$ cat src/rtl/sw_pkg.sv
// Shared types and defaults for the Smith-Waterman sequence loader and its storage.
package sw_pkg;

    typedef enum logic [1:0] {
        SYM_A = 2'd0,
        SYM_C = 2'd1,
        SYM_G = 2'd2,
        SYM_T = 2'd3
    } sym_t;

    localparam int LEN_REF_DEF   = 64;
    localparam int LEN_QUERY_DEF = 48;
    localparam int PE_NUM_DEF    = 4;

    typedef enum logic [1:0] {
        ST_IDLE = 2'd0,
        ST_LOAD = 2'd1,
        ST_HOLD = 2'd2
    } state_t;

    function automatic int ceil_div(input int a, input int b);
        return (a + b - 1) / b;
    endfunction

endpackage

$ cat src/rtl/sw_sym_ram.sv
// Symbol register file: rows of LANES 2-bit symbols, one lane-granular write port,
// one registered full-row read port. Rows at or beyond DEPTH read back as zero.
module sw_sym_ram #(
    parameter int DEPTH = 64,
    parameter int LANES = 1,
    parameter int AW    = 6,
    parameter int LW    = 1
) (
    input  logic                 clk,
    input  logic                 reset,
    input  logic                 we_i,
    input  logic [AW-1:0]        waddr_i,
    input  logic [LW-1:0]        wlane_i,
    input  logic [1:0]           wdata_i,
    input  logic                 re_i,
    input  logic [AW-1:0]        raddr_i,
    output logic [2*LANES-1:0]   rdata_o
);

    logic [2*LANES-1:0] mem_q [DEPTH];
    logic [2*LANES-1:0] rdata_q;

    // Storage itself is never reset; only the read register is.
    always_ff @(posedge clk) begin
        if (we_i) begin
            mem_q[waddr_i][2*int'(wlane_i) +: 2] <= wdata_i;
        end
    end

    always_ff @(posedge clk) begin
        if (reset) begin
            rdata_q <= '0;
        end else if (re_i) begin
            rdata_q <= (int'(raddr_i) < DEPTH) ? mem_q[raddr_i] : '0;
        end
    end

    assign rdata_o = rdata_q;

endmodule

$ cat src/rtl/sw_seq_loader.sv
// Smith-Waterman input stage: captures a serial ref/query job, serves the PE array in HOLD.
// Optional sticky error flag output `err` is built when SW_SEQ_LOADER_ERR_EN is defined.
module sw_seq_loader
    import sw_pkg::*;
#(
    parameter int LEN_REF       = LEN_REF_DEF,
    parameter int LEN_QUERY     = LEN_QUERY_DEF,
    parameter int PE_NUM        = PE_NUM_DEF,
    parameter int WIDTH_IDX_REF = 6,
    parameter int WIDTH_GRP_Q   = 4
) (
    input  logic                     clk,
    input  logic                     reset,
    input  logic                     valid,
    input  logic [1:0]               data_ref,
    input  logic [1:0]               data_query,
    output logic                     load_done,
    input  logic                     rd_en,
    input  logic [WIDTH_IDX_REF-1:0] rd_ref_idx,
    input  logic [WIDTH_GRP_Q-1:0]   rd_q_grp,
    output logic                     rd_valid,
    output logic [1:0]               ref_sym,
    output logic [2*PE_NUM-1:0]      q_syms,
    output logic [PE_NUM-1:0]        q_mask,
    input  logic                     release_i,
`ifdef SW_SEQ_LOADER_ERR_EN
    output logic                     err,
`endif
    output state_t                   state_dbg_o
);

    localparam int NUM_GRP = ceil_div(LEN_QUERY, PE_NUM);
    localparam int RCNT_W  = WIDTH_IDX_REF + 1;
    localparam int QCNT_W  = $clog2(LEN_QUERY + 1);
    localparam int LANE_W  = (PE_NUM > 1) ? $clog2(PE_NUM) : 1;

    state_t                 state_q;
    logic [RCNT_W-1:0]      ref_cnt_q;
    logic [QCNT_W-1:0]      q_cnt_q;
    logic [WIDTH_GRP_Q-1:0] q_row_q;
    logic [LANE_W-1:0]      q_lane_q;
    logic                   load_done_q;
    logic                   rd_valid_q;
    logic                   ref_oob_q;
    logic [PE_NUM-1:0]      q_mask_q;

    logic                   accept;
    logic                   q_take;
    logic                   last_ref;
    logic                   rd_fire;
    logic                   rel_fire;
    logic                   ref_oob_d;
    logic                   grp_oob_d;
    logic [PE_NUM-1:0]      q_mask_d;

    logic [1:0]             ref_rdata;
    logic [2*PE_NUM-1:0]    q_rdata;

    // IDLE and LOAD accept symbols identically; counters are zero in IDLE.
    always_comb begin
        accept    = valid && (state_q != ST_HOLD);
        q_take    = accept && (q_cnt_q < QCNT_W'(LEN_QUERY));
        last_ref  = (ref_cnt_q == RCNT_W'(LEN_REF - 1));
        rd_fire   = rd_en && (state_q == ST_HOLD);
        rel_fire  = release_i && (state_q == ST_HOLD);
        ref_oob_d = (int'(rd_ref_idx) >= LEN_REF);
        grp_oob_d = (int'(rd_q_grp) >= NUM_GRP);
        q_mask_d  = '0;
        for (int k = 0; k < PE_NUM; k++) begin
            q_mask_d[k] = ((int'(rd_q_grp) * PE_NUM + k) < LEN_QUERY);
        end
    end

    always_ff @(posedge clk) begin
        if (reset) begin
            state_q     <= ST_IDLE;
            ref_cnt_q   <= '0;
            q_cnt_q     <= '0;
            q_row_q     <= '0;
            q_lane_q    <= '0;
            load_done_q <= 1'b0;
            rd_valid_q  <= 1'b0;
            ref_oob_q   <= 1'b0;
            q_mask_q    <= '0;
        end else begin
            rd_valid_q <= rd_fire;
            if (rd_fire) begin
                ref_oob_q <= ref_oob_d;
                q_mask_q  <= q_mask_d;
            end
            case (state_q)
                ST_IDLE, ST_LOAD: begin
                    if (accept) begin
                        ref_cnt_q   <= ref_cnt_q + 1'b1;
                        state_q     <= last_ref ? ST_HOLD : ST_LOAD;
                        load_done_q <= last_ref;
                        if (q_take) begin
                            q_cnt_q <= q_cnt_q + 1'b1;
                            if (q_lane_q == LANE_W'(PE_NUM - 1)) begin
                                q_lane_q <= '0;
                                q_row_q  <= q_row_q + 1'b1;
                            end else begin
                                q_lane_q <= q_lane_q + 1'b1;
                            end
                        end
                    end
                end
                ST_HOLD: begin
                    if (rel_fire) begin
                        state_q     <= ST_IDLE;
                        ref_cnt_q   <= '0;
                        q_cnt_q     <= '0;
                        q_row_q     <= '0;
                        q_lane_q    <= '0;
                        load_done_q <= 1'b0;
                    end
                end
                default: begin
                    state_q <= ST_IDLE;
                end
            endcase
        end
    end

    sw_sym_ram #(
        .DEPTH (LEN_REF),
        .LANES (1),
        .AW    (WIDTH_IDX_REF),
        .LW    (1)
    ) u_ref_ram (
        .clk     (clk),
        .reset   (reset),
        .we_i    (accept),
        .waddr_i (ref_cnt_q[WIDTH_IDX_REF-1:0]),
        .wlane_i (1'b0),
        .wdata_i (data_ref),
        .re_i    (rd_fire),
        .raddr_i (rd_ref_idx),
        .rdata_o (ref_rdata)
    );

    sw_sym_ram #(
        .DEPTH (NUM_GRP),
        .LANES (PE_NUM),
        .AW    (WIDTH_GRP_Q),
        .LW    (LANE_W)
    ) u_q_ram (
        .clk     (clk),
        .reset   (reset),
        .we_i    (q_take),
        .waddr_i (q_row_q),
        .wlane_i (q_lane_q),
        .wdata_i (data_query),
        .re_i    (rd_fire),
        .raddr_i (rd_q_grp),
        .rdata_o (q_rdata)
    );

    // Lanes past the query tail were never written, so they are forced to zero.
    always_comb begin
        ref_sym = ref_oob_q ? 2'b00 : ref_rdata;
        q_syms  = '0;
        for (int k = 0; k < PE_NUM; k++) begin
            q_syms[2*k +: 2] = q_mask_q[k] ? q_rdata[2*k +: 2] : 2'b00;
        end
    end

    assign load_done   = load_done_q;
    assign rd_valid    = rd_valid_q;
    assign q_mask      = q_mask_q;
    assign state_dbg_o = state_q;

`ifdef SW_SEQ_LOADER_ERR_EN
    logic err_q;
    logic err_set;

    always_comb begin
        err_set = (valid && (state_q == ST_HOLD))
               || (rd_en && (state_q != ST_HOLD))
               || (rd_fire && (ref_oob_d || grp_oob_d));
    end

    always_ff @(posedge clk) begin
        if (reset) begin
            err_q <= 1'b0;
        end else if (rel_fire) begin
            err_q <= 1'b0;
        end else if (err_set) begin
            err_q <= 1'b1;
        end
    end

    assign err = err_q;
`else
    logic unused_oob;
    assign unused_oob = grp_oob_d;
`endif

endmodule
$ cat config.mk
export PLATFORM = sky130hd
export DESIGN_NAME = sw_seq_loader
export DESIGN_NICKNAME = d
export VERILOG_FILES = /design/src/rtl/sw_pkg.sv /design/src/rtl/sw_sym_ram.sv /design/src/rtl/sw_seq_loader.sv
export SDC_FILE = /design/constraint.sdc
export NUM_CORES = 1
export LEC_CHECK = 0
export ABC_AREA = 1
export ABC_CLOCK_PERIOD_IN_PS = 6100
export CAP_MARGIN = 20
export CORE_ASPECT_RATIO = 1.1
export CORE_MARGIN = 4
export CORE_UTILIZATION = 41
export CTS_BUF_LIST = sky130_fd_sc_hd__clkbuf_2 sky130_fd_sc_hd__clkbuf_4 sky130_fd_sc_hd__clkbuf_8
export CTS_CLUSTER_SIZE = 10
export DETAILED_ROUTE_END_ITERATION = 7
export DONT_BUFFER_PORTS = 1
export SETUP_SLACK_MARGIN = 0.15
export SYNTH_ARGS = -nofsm -noshare
export SYNTH_HDL_FRONTEND = slang
export SYNTH_SLANG_ARGS = --single-unit
$ cat constraint.sdc
create_clock -name clk -period 6.1 [get_ports clk]
set_clock_uncertainty 0.2 [all_clocks]
set_input_delay 0.915 -clock clk [delete_from_list [all_inputs] [get_ports clk]]
set_output_delay 0.915 -clock clk [all_outputs]
set_load 0.05 [all_outputs]
* Word-level counts from Yosys, hierarchy flattened
Memory sizes are Yosys's and may differ from the RTL's. A register that Yosys moved wholly into a read port is not among the register bits.
Index checks and enable logic that the tools add are counted.
** Storage, ports and cells
- Register bits :: 35
- Bits in latches :: 0
- Memory bits (writable) :: 224
- ROM bits :: 0
- Memories kept :: 2
** Memory list
- u_ref_ram.mem_q :: depth 64, width 2, rd ports 1, clocked after Yosys merged registers in 1, wr ports 1, line sw_sym_ram.sv:20 : logic [2*LANES-1:0] mem_q [DEPTH];
- u_q_ram.mem_q :: depth 12, width 8, rd ports 1, clocked after Yosys merged registers in 0, wr ports 1, line sw_sym_ram.sv:20
** Operators by class
- $add $sub $neg :: 8
- Multipliers :: 0
- Divide/modulo/power cells :: 0
- Magnitude comparators :: 6
- Equality and inequality tests :: 9
- Shift-type cells :: 2
- Mux-type cells :: 32
- Bitwise gates (word level) :: 0
- Reductions and logical operators :: 11
** Operator list (count)
- negation 3 -> 33 bit :: 1
- variable shift 2 x 33 -> 8 bit, first input constant :: 1
- indexed part select 2 x 33 -> 8 bit :: 1
- < comparator 7 x 6 -> 1 bit, second input constant :: 3
- two-way mux 2 bit :: 10
- two-way mux 6 bit :: 3
- two-way mux 4 bit :: 4
- two-way mux 8 bit :: 2
- adder 6 x 2 -> 7 bit, second input constant :: 2
- two-way mux 7 bit :: 2
- one-hot mux 7 bit (2 select lines) :: 1
- < comparator 6 bit, second input constant :: 2
- one-hot mux 6 bit (2 select lines) :: 1
- inequality test 2 bit, second input constant :: 5
- one-hot mux 2 bit (2 select lines) :: 2
- one-hot mux 4 bit (2 select lines) :: 1
- adder 6 x 1 -> 7 bit, second input constant :: 1
- adder 7 x 1 -> 7 bit, second input constant :: 1
- == test 7 x 6 -> 1 bit, second input constant :: 1
- adder 6 x 1 -> 6 bit, second input constant :: 1
- two-way mux 1 bit :: 5
- AND reduction 5 bit :: 1
- adder 4 x 1 -> 4 bit, second input constant :: 1
- == test 2 bit, second input constant :: 2
- other kinds (11) :: 14

* Depth between registers and ports, before layout
- Word-level depth :: 6
- Mapped depth :: 12
- Mapped depth without buffers :: 11

* By module
A second synthesis with hierarchy kept.
** Unflattened totals
- Cells, all modules :: 1192
- Area, all modules :: 11593.6 sq um
** Modules (own cells, without submodules)
- sw_sym_ram (u_ref_ram) :: times used 1, cells each 522, area an instance 5612.9 sq um, sequential area each 3883.7 sq um
- sw_sym_ram (u_q_ram) :: times used 1, cells each 480, area an instance 4675.7 sq um, sequential area each 3042.9 sq um
- sw_seq_loader :: times used 1, cells each 190, area an instance 1305.0 sq um, sequential area each 480.5 sq um

* Least setup slack after synthesis
No wires, ideal clock.
- Path kind :: register -> register
- From :: register q_lane_q[0]
- To :: memory u_q_ram.mem_q[0][5] (netlist name), data pin
- Library setup time :: 337 ps
- Arrival :: 1924 ps
- Setup slack :: 3639 ps
- Stages on the path, launching flop included :: 6
- Buffers on the path :: 1
- Clock period less this slack :: 2461 ps
- Cell sequence :: dfxtp_1 > clkbuf_1 > inv_1 > ha_1 > inv_1 > nor4_1
** Between the ends
- Word-level cells in the longest chain between the ends :: 2
** Ends and longest elaborated chain
- from (decl) :: line sw_seq_loader.sv:41 : logic [LANE_W-1:0] q_lane_q;
- from (signal assigned) :: line sw_seq_loader.sv:103 : q_lane_q <= q_lane_q + 1'b1;
- negation 3 -> 33 bit :: line sw_sym_ram.sv:26 : mem_q[waddr_i][2*int'(wlane_i) +: 2] <= wdata_i;
- indexed part select 2 x 33 -> 8 bit :: line sw_sym_ram.sv:26
- to (decl) :: line sw_sym_ram.sv:20
Every way passes these cells.

==> flow_summary_export.csv <==
group,metric,value,unit
grt,overflow,0,
final_layout,area_growth,9.04,%
job,drv_cap,0,
critical_path,crit_type,"flop to primary output",
cts,ctsResizeCount,0,
final_layout,nets,1107,
routing,routed_wl,26.4,mm
cts,clk_pin_slew,0.06,ns
sta,hold_violations,0,
hold_path,min_from,"q_cnt_q[5]",
routing,ant_nets,0,
grt,grt_start_max_net_pins,66,
final_layout,fin_area,12200,um^2
pwr,pwr-share-comb,4.4,%
sta,maxSlewHeadroom,24.4,%
cts,clockRootBuffer,"clkbuf_8",
run_status,outcome,"completed",
die,die_w,166,um
logic_synthesis,syn_area,11200,um^2
critical_path,required,4.98,ns
cts,clockBufferDepth,3,
place,dpl.hpwl,16.6,mm
critical_path,crit_end,"q_syms[0]",
pwr,clockPowerShare,40.9,%
logic_synthesis,yosysWarnings,0,
sta,setup_viol,0,
place,globalplace.congestion,0.790,
routing,drtPass1Iterations,5,
sta,min_period,3.22,ns
sta,worst_pin_slew,1.13,ns
place,place_area,11400,um^2
pwr,peakVddDrop,191,uV
logic_synthesis,ys_ff_latch,258,
pwr,powerDensity,289,nW/um^2
routing,wl_per_cell,18.0,um
grt,grt_pass1_vias,7803,
routing,drt-vias-per-instance,5.25,
die,die_h,182,um
sta,rsz0062_at_grt,"false",
routing,drcViolationCount,0,
hold_path,hold_path_class,"flop to flop",
sta,holdWs,0.250,ns
die,initial_core_util,41.6,%
pwr,internal-power,2.75,mW
sta,tns,0,ns
logic_synthesis,synth_area_leaders,"edfxtp_1 (60%), nand2_1 (7.5%), nand3_1 (7.0%)",
critical_path,crit_fanout,13,
logic_synthesis,yosysTopAreaCell,"edfxtp_1",
logic_synthesis,synth.distinct_cells,39,
routing,initialDrtViolationCount,587,
critical_path,cp-end-kind,"primary output",
critical_path,ff2ff_path_depth,6,
logic_synthesis,postSynth.asyncResetShare,0,%
pwr,switching_share,22.2,%
logic_synthesis,synth_top_cell_area_share,59.9,%
cts,cts_tree,"yes",
logic_synthesis,synth-main-ff-cell,"edfxtp_1",
pwr,p_leak,4.26,nW
logic_synthesis,avgSynthCellArea,10.4,um^2
sta,slew_viol_final,0,
cts,cts_made_buffers,42,
cts,hold_buffers,0,
final_layout,n_antenna_cell,0,
die,pin_count,37,
critical_path,worstPathArrival,2.11,ns
cts,cts_sinks,258,
logic_synthesis,synthCells,1084,
final_layout,final_cells,1466,
place,io_buffers,0,
critical_path,r2r_setup_slack,3.17,ns
hold_path,holdPathStages,2,
place,dp.cells,1388,
pwr,seqPwrFrac,54.7,%
logic_synthesis,synth_nets,1115,
sta,fin_crit_sh,52.8,%
critical_path,timing.rr.start,"state_dbg_o[0]",
cts,postCtsSetupBuffers,0,
critical_path,cp-startpoint,"q_mask[2]",
critical_path,start_kind,"flop",
die,coreArea,27000,um^2
die,die_area,30100,um^2
logic_synthesis,synth_edf_count,224,
final_layout,drive_gt1_share,8.39,%
logic_synthesis,synth_common_cells,"edfxtp_1 (224), nand2_1 (224), nor2_1 (167)",
pwr,p_sw,0.783,mW
cts,clock_latency,0.54,ns
sta,fmax,310,MHz
grt,antenna_found_initial,0,
logic_synthesis,ys_seq_area_share,66.0,%
die,rows,63,
critical_path,reg2reg_to,"u_q_ram.mem_q[9][3]",
grt,grtUsageTotal,17.4,%
grt,grt_first_pass_wirelength,41.4,mm
cts,h-tree-depth,2,
routing,vias,7698,
layer usage:
layer / track usage [%] / vias to the layer above / wire length, um
li1: - / 3730 / -
met1: 20.5 / 3665 / 10400
met2: 30.9 / 237 / 13300
met3: 4.03 / 66 / 1760
met4: 6.60 / 0 / 907
met5: 0 / - / 0
worst max-delay path, cell delays in order, from the launching register on:
cell and delay, ns:
dfxtp_2 1.08, nand2_1 0.11, inv_1 0.38
per-stage QoR:
step | setup slack, ns | utilization [%] | power, mW
floorplan | 3.64 | - | 2.11
global placement | 3.10 | 42.3 | 2.12
detailed placement | 3.04 | 42.3 | 2.13
CTS | 2.83 | 45.3 | 3.56
global route | 2.74 | 45.4 | 3.67
finish | 2.88 | 45.4 | 3.53
cell families after synthesis:
logic type | Yosys count | synth area share, %
xor gates and xnor gates | 1 | 0.0781
muxes | 1 | 0.0892
DFF | 258 | 66.0
buffers and inverters | 123 | 4.84
AOI/OAI and AO/OA | 111 | 5.63
and+or+nand+nor | 578 | 22.0
adders and majority gates | 12 | 1.34
placed cells by master (no fill, tap or decap), types with 4 or more instances in the layout:
cell and n:
a21oi_1 30, buf_4 4, clkbuf_4 12, clkbuf_8 43
clkinv_1 14, clkinv_2 7, dfxtp_1 33, edfxtp_1 224
ha_1 12, inv_1 55, inv_2 8, nand2_1 224
nand3_1 158, nor2_1 167, nor3_1 11, nor4_1 4
o21a_1 5, o21ai_0 40, o21ai_1 6, o221ai_1 5
o22ai_1 15
registers in the layout, indices dropped and copies added, names as in the netlist:
register,count
ref_cnt_q,7
state_dbg_o,2
rd_valid,1
u_q_ram.rdata_o,8
q_cnt_q,6
load_done,1
u_ref_ram.mem_q,128
q_row_q,4
u_q_ram.mem_q,96
u_ref_ram.rdata_o,2
q_lane_q,2
q_mask,1
area by class of cell:
type | instances | area [um^2]
Fill cell | 2560 | 14700
Sequential cell | 258 | 7410
Multi-Input combinational cell | 703 | 3270
Clock buffer | 55 | 682
Tap cell | 357 | 447
Inverter | 66 | 250
Clock inverter | 22 | 128
Timing Repair Buffer | 5 | 50.0
worst min path at each step:
stage,endpoint,slack (ns)
floorplan,ref_cnt_q[6],0.21
global placement,ref_cnt_q[6],0.23
detailed placement,q_cnt_q[5],0.24
CTS,u_q_ram.rdata_o[2],0.22
global route,u_q_ram.rdata_o[3],0.22
finish,q_cnt_q[5],0.25
power groups by stage:
stage               registers (mW)  clock network (mW)  logic (mW)
floorplan                     1.97                   0       0.138
global placement              1.97                   0       0.153
detailed placement            1.97                   0       0.155
CTS                           1.94                1.47       0.155
global route                  1.93                1.56       0.176
finish                        1.93                1.44       0.155
Power figures use the tool's default switching activity.
